--- src/rtl/mem_access_unit.sv ---
// Memory access stage: pass, load, store and swap against a
// combinational-read data memory, with valid/ready on both sides.
module mem_access_unit #(
    parameter int BUS_WIDTH      = 8,
    parameter int REG_ADDR_WIDTH = 3
) (
    input  logic                      clk,
    input  logic                      rst,
    input  logic                      exValid,
    output logic                      exReady,
    input  logic [1:0]                exOp,
    input  logic [BUS_WIDTH-1:0]      exAddress,
    input  logic [BUS_WIDTH-1:0]      exData,
    input  logic [REG_ADDR_WIDTH-1:0] exDestReg,
    output logic [BUS_WIDTH-1:0]      memAddress,
    output logic [BUS_WIDTH-1:0]      memData,
    output logic                      memWrite,
    input  logic [BUS_WIDTH-1:0]      memReadData,
    output logic                      wbValid,
    input  logic                      wbReady,
    output logic [BUS_WIDTH-1:0]      wbData,
    output logic [REG_ADDR_WIDTH-1:0] wbDestReg,
    output logic                      wbWriteEnable
);

    typedef enum logic [1:0] {
        IDLE,
        READ,
        WRITE,
        HOLD
    } state_t;

    localparam logic [1:0] OP_PASS  = 2'b00;
    localparam logic [1:0] OP_LOAD  = 2'b01;
    localparam logic [1:0] OP_STORE = 2'b10;
    localparam logic [1:0] OP_SWAP  = 2'b11;

    state_t                      state_q, state_d;
    logic [1:0]                  op_q;
    logic [BUS_WIDTH-1:0]        addr_q;
    logic [BUS_WIDTH-1:0]        data_q;
    logic [BUS_WIDTH-1:0]        wbdata_q, wbdata_d;
    logic [REG_ADDR_WIDTH-1:0]   dest_q;
    logic                        we_q;
    logic                        accept;

    assign accept = exValid && exReady;

    always_comb begin
        state_d  = state_q;
        wbdata_d = wbdata_q;
        exReady  = 1'b0;
        wbValid  = 1'b0;
        memWrite = 1'b0;
        unique case (state_q)
            IDLE: begin
                exReady = 1'b1;
                if (exValid) begin
                    // Pass and store retire exData; load/swap overwrite it in READ
                    wbdata_d = exData;
                    unique case (exOp)
                        OP_PASS:  state_d = HOLD;
                        OP_LOAD:  state_d = READ;
                        OP_STORE: state_d = WRITE;
                        OP_SWAP:  state_d = READ;
                        default:  state_d = IDLE;
                    endcase
                end
            end
            READ: begin
                wbdata_d = memReadData;
                state_d  = (op_q == OP_SWAP) ? WRITE : HOLD;
            end
            WRITE: begin
                memWrite = 1'b1;
                state_d  = HOLD;
            end
            HOLD: begin
                wbValid = 1'b1;
                if (wbReady) begin
                    state_d = IDLE;
                end
            end
            default: state_d = IDLE;
        endcase
    end

    always_ff @(posedge clk or posedge rst) begin
        if (rst) begin
            state_q  <= IDLE;
            op_q     <= OP_PASS;
            addr_q   <= '0;
            data_q   <= '0;
            wbdata_q <= '0;
            dest_q   <= '0;
            we_q     <= 1'b0;
        end else begin
            state_q  <= state_d;
            wbdata_q <= wbdata_d;
            if (accept) begin
                op_q   <= exOp;
                addr_q <= exAddress;
                data_q <= exData;
                dest_q <= exDestReg;
                we_q   <= (exOp != OP_STORE);
            end
        end
    end

    assign memAddress    = addr_q;
    assign memData       = data_q;
    assign wbData        = wbdata_q;
    assign wbDestReg     = dest_q;
    assign wbWriteEnable = we_q;

endmodule

--- config.mk ---
export PLATFORM = sky130hd
export DESIGN_NAME = mem_access_unit
export DESIGN_NICKNAME = d
export VERILOG_FILES = /design/src/rtl/mem_access_unit.sv
export SDC_FILE = /design/constraint.sdc
export NUM_CORES = 1
export LEC_CHECK = 0
export ABC_AREA = 0
export BUFFER_PORTS_ARGS = -buffer_cell sky130_fd_sc_hd__buf_2
export CAP_MARGIN = 25
export CORE_MARGIN = 1
export CORE_UTILIZATION = 46
export DETAILED_ROUTE_END_ITERATION = 8
export GPL_TIMING_DRIVEN = 1
export HOLD_SLACK_MARGIN = 0.03
export PLACE_DENSITY = 0.79
export SYNTH_ARGS = -nofsm -noshare
export SYNTH_HDL_FRONTEND = slang
export SYNTH_SLANG_ARGS = --single-unit
--- constraint.sdc ---
create_clock -name clk -period 1.85 [get_ports clk]
set_input_delay 0 -clock clk [delete_from_list [all_inputs] [get_ports clk]]
set_output_delay 0 -clock clk [all_outputs]
set_load 0.005 [all_outputs]
* Yosys cells after proc, flatten, opt, wreduce, memory -nomap -nowiden
Index checks and enable logic that the tools add are counted.
** Operators by class
- Equality and inequality tests :: 10
- Muxes and demuxes :: 10
- Reduce and logical (&&, ||, !) cells :: 7
** Operators by type and width (number)
- 8-bit case mux with 2 select lines :: 1
- 2-bit == test (second input constant) :: 5
- 8-bit two-way mux :: 1
- 2-bit case mux with 4 select lines :: 1
- 2-bit != test (second input constant) :: 3
- 2-bit case mux with 3 select lines :: 1
- 2-bit by 1-bit == test with 1-bit output (second input constant) :: 2
- 2-bit zero test :: 2
- 1-bit two-way mux :: 4
- 2-bit two-way mux :: 2
- 2-bit AND reduction :: 2
- 2-bit nonzero test :: 1
- 2-bit OR reduction :: 1
- 1-bit logical AND :: 1
** Word-level totals
- Bits in registers :: 32
- Bits of input ports :: 33

* Depth between registers and ports, before layout
- Depth in word-level cells :: 5
- Gate-level depth with buffers :: 6
- Depth with buffers taken out :: 5

* Worst setup path after synthesis
No wires, ideal clock.
- Kind :: flip-flop to flip-flop
- Start :: reg state_q[0]
- End :: reg state_q[0]
- Setup time :: 0.131 ns
- Arrival time :: 1.381 ns
- Required time :: 1.719 ns
- Setup slack :: 0.338 ns
- Stages on the path, launching flop included :: 7
- Period minus slack after synthesis :: 1.512 ns
- Path through :: dfrtp_1 > inv_1 > ha_1 > buf_2 > or2_2 > a32oi_1 > mux2i_1
** Between the ends
- Word-level cells in the longest chain between the ends :: 3
- Elaborated cells on any way between the ends :: 8
- Those cells by class :: eq/ne (5); mux (1); reduce/logical (2)
** Ends and longest elaborated chain
- from (decl) :: line 38 : state_t state_q, state_d;
- from (signal assigned) :: line 98 : state_q <= state_d;
- 2-bit == test or 2-bit zero test (tied branches) :: line 55 : unique case (state_q)
- 2-bit != test (no source line)
- 2-bit AND reduction (no source line)
Several ways; a longest one is shown, not always the timed one.
A chain may end at the register's enable or synchronous reset.

* Final worst setup path
Same ends and word-level chain as after synthesis.

==> results.md <==
- The first global-routing pass estimated 5900 µm of wire.
- After routing the design area is 2150 µm².
- The floorplan has 19 rows.
- The count of buffers added on input and output ports is 63.
- The number of cells on the worst reg-to-reg path is 6.
- The HPWL after detailed placement is 2380 µm.
- The die outline width is 57.3 µm.
- The distinct cell type count after synthesis is 21.
- The arrival time of data at the critical path endpoint is 1950 ps.
- Headroom to the max-slew limit came out at 71.7%.
- The switching power share of the total is 33.6%.
- The final count of hold timing violations came to 0.
- The hold path startpoint is exValid.
- Dividing the final minimum period by the clock period gives 92.5%.
- Summed over all failing endpoints, the final setup total negative slack is 0 ps.
- The cell type contributing the most total cell area after synthesis is sky130_fd_sc_hd__dfrtp_1.
- The overall power after layout is 3.26 mW.
- The max-slew violation count is 0.
- The peak supply drop is 932 µV.
- The kind of end point of the critical path is a register.
- The count of yosys warnings during synthesis is 0.
- The register clock-pin slew on the reported worst setup and hold paths is 100 ps.
- The type of the worst setup path is reg2reg.
- For this design the ratio of total power to cell area is 1510 nW/µm².
- The tree is rooted in a sky130_fd_sc_hd__clkbuf_4.
- The hold-critical path endpoint is memData[4]$_DFFE_PP0P_.
- The synthesized design contains 32 register bits.
- Dividing the detail-routed via count by the number of cells gives 5.24.
- The share of total power in combinational logic is 45.6%.
- The multi-input combinational cells in the finished layout cover a total of 572 µm².
- The met1 global-route usage is 27.5%.
- Subtracting the final worst setup slack from the clock period gives 1710 ps.
- The run finished, with violations left.
- The total of endpoints with negative setup slack in the final report is 0.
- The placed standard-cell area is 1770 µm².
- The number of nets in the finished design is 250.
- The total number of clock tree sinks is 32.
- Summed over all cells, the static leakage comes to 1.09 nW.
- The cell count after synthesis is 113.
- Counting instances in the post-synthesis netlist gives the leading cell types as sky130_fd_sc_hd__dfrtp_1, sky130_fd_sc_hd__mux2_2, sky130_fd_sc_hd__nand2_1.
- The number of enable-type register cells in the synthesized netlist is 0.
- TritonCTS built the clock tree.
- The buffer levels on the longest clock path is 2.
- Across the whole layout, storage elements account for 801 µm².
- The post-synthesis instance area is 1410 µm².
- Measured along the y axis, the die boundary spans 57.3 µm.
- The startpoint of the lowest-slack register-to-register path is state_q[0]$_DFFE_PP0P_.
- The number of buffers inserted by post-CTS setup repair is 0.
- Along the worst hold path, the cell count comes to 3.
- Setup repair after global routing left no endpoint under its margin.
- In the post-synthesis netlist, the cell with the most instances is sky130_fd_sc_hd__dfrtp_1.
- The minimum setup slack after placement is 41.7 ps.
- The synthesized area divided by synthesized cell count is 12.5 µm².
- The global-route usage over all layers is 23.8%.
- In this run the standard cell core region covers 2830 µm².
- The checks that failed: DRC.
- Measured on the finished design, the core utilization comes to 76.1%.
- The final estimated routing congestion in global placement is 0.848.
- The flop-to-flop setup slack is 140 ps.
- After synthesis, flip-flops and latches occupy 56.9% of the total area.
- For this run, the top clock speed supported by timing is 0.585 GHz.
- The part of the total power dissipated in sequential elements is 38.5%.
- The die covers 3290 µm².
- The initial antenna violation count is 0.
- In the synthesized netlist the dominant register cell turns out to be sky130_fd_sc_hd__dfrtp_1.
- The starting utilization of the core area is 49.8%.
- Per report_power, the clock group accounts for 15.9% of the total.
- During I/O placement, the number of pins put on the boundary was 64.
- In the routed design, unresolved DRC markers number 5.
- The filler cells instantiated in the layout total 184.
- The met3 track utilization from global routing is 7.03%.
- The first detailed-routing pass ran for 6 iterations.
- CTS built an H-tree with a depth of 2.
- The post-route clock skew is 14.6 ps.
- The remaining number of nets flagged by the antenna check after routing is 0.
- The worst hold path belongs to the class in2reg.
- For this run, asynchronously set or reset flops after synthesis account for 100%.
- The average detailed-routed wire length per instance is 14.6 µm.
- The final critical-path setup slack is 139 ps.
- The number of global-route vias before repair was 1328.
- Cells with a size suffix above 1 make up 45.8% of the layout.
- For the worst setup path, the data required time is 2090 ps.
- The global-route met2 utilization is 43.0%.
- The total global routing overflow is 0.
- The number of maximum-capacitance constraint violations is 0.
- In this run the biggest area consumer among cell types represents 56.9% of the synthesized area.
- The count of antenna diodes in the layout is 0.
- The pin count of the biggest net entering global routing is 33.
- From synthesis to final layout, the design area changed by 52.9%.
- The net count after synthesis is 150.
- In this run the power spent charging and discharging nets is 1.09 mW.
- The TritonCTS buffer count is 5.
- By area the synthesized netlist is led by sky130_fd_sc_hd__dfrtp_1, sky130_fd_sc_hd__mux2_2, sky130_fd_sc_hd__nand2b_1.
- The internal power consumption is 2.16 mW.
- The detailed router finished its first iteration with 71 violations.
- The startpoint type of the worst setup path is a register.
- The busiest layer in global routing is met2.
- The wire length after detailed routing is 3580 µm.
- The clock latency reported for the late side of the worst-skew pair is 330 ps.
- The detailed router placed 1284 vias in this run.
- For the pin with the worst max-slew slack, the measured transition is 412 ps.
- The worst register-to-register path ends at state_q[0]$_DFFE_PP0P_.
- The largest driver fanout on the critical path is 10.
[cell families after synthesis]
kind of cell	Yosys count	synth area share, %
simple gates	32	12.0
flops	32	56.9
mux	20	15.7
compound gates	16	9.16
buf+inv	9	2.67
fa+ha+maj	4	3.56
[routing by layer]
| layer | share of wire [%] | up-vias | routed length (µm) |
|---|---|---|---|
| li1 | - | 596 | - |
| met1 | 41 | 623 | 1480 |
| met2 | 51 | 60 | 1810 |
| met3 | 7.2 | 5 | 258 |
| met4 | 0.92 | 0 | 33 |
| met5 | 0 | - | 0 |
[critical path: stages, from the launching register on]
cell	delay, ps
sky130_fd_sc_hd__dfrtp_1	380
sky130_fd_sc_hd__inv_1	90
sky130_fd_sc_hd__ha_1	310
sky130_fd_sc_hd__buf_4	210
sky130_fd_sc_hd__nor2b_2	180
sky130_fd_sc_hd__a21oi_1	240
sky130_fd_sc_hd__mux2i_1	220
[worst max path at each step]
stage,startpoint,end,slack [ps],depth (start not counted)
detailed placement,state_q[0]$_DFFE_PP0P_,state_q[0]$_DFFE_PP0P_,40,6
global route,state_q[0]$_DFFE_PP0P_,state_q[0]$_DFFE_PP0P_,50,6
global placement,state_q[0]$_DFFE_PP0P_,state_q[1]$_DFFE_PP0P_,180,6
CTS,state_q[0]$_DFFE_PP0P_,state_q[0]$_DFFE_PP0P_,20,6
finish,state_q[0]$_DFFE_PP0P_,state_q[0]$_DFFE_PP0P_,140,6
floorplan,state_q[0]$_DFFE_PP0P_,state_q[0]$_DFFE_PP0P_,340,6
[area by class of cell]
class / instances / area share (%)
Multi-Input combinational cell: 72 / 26.6
Clock inverter: 2 / 1.63
Tap cell: 31 / 1.80
Sequential cell: 32 / 37.2
Inverter: 5 / 0.872
Timing Repair Buffer: 97 / 30.0
Clock buffer: 6 / 1.92
[cells in the final DEF, fill, tap and decap left out, types with 5 or more instances in the layout]
master                          count
sky130_fd_sc_hd__a21oi_1            6
sky130_fd_sc_hd__dfrtp_1           32
sky130_fd_sc_hd__inv_1              5
sky130_fd_sc_hd__dlygate4sd3_1     30
sky130_fd_sc_hd__clkbuf_4           5
sky130_fd_sc_hd__nand2b_1           9
sky130_fd_sc_hd__buf_2             63
sky130_fd_sc_hd__nand2_1           11
sky130_fd_sc_hd__mux2_2            17
[power groups by stage]
stage | combinational, mW | sequential [mW] | clock, mW
after floorplan | 0.841 | 1.27 | 0
after global placement | 1.37 | 1.23 | 0
after detailed placement | 1.43 | 1.26 | 0
after CTS | 1.49 | 1.25 | 0.521
after global routing | 1.63 | 1.30 | 0.556
final | 1.48 | 1.25 | 0.516
[flip-flops by register name, indices dropped and copies added, names as in the netlist]
register       count
memAddress         8
state_q            2
wbWriteEnable      1
wbData             8
op_q               2
wbDestReg          3
memData            8
[per-stage QoR]
stage	cells	hold WS (ps)
3_3_place_gp	207	93.6
2_1_floorplan	113	116
3_5_place_dp	207	102
5_1_grt	245	43.9
6_report	245	42.4
4_1_cts	245	30.1
[timing repair]
action / CTS / global route
hold buffers: 30 / 0
hold endpoints to repair: 62 / 0
gates resized for setup: 0 / 1
endpoints found under the setup margin: 0 / 2
(Power assumes the default switching activity.)
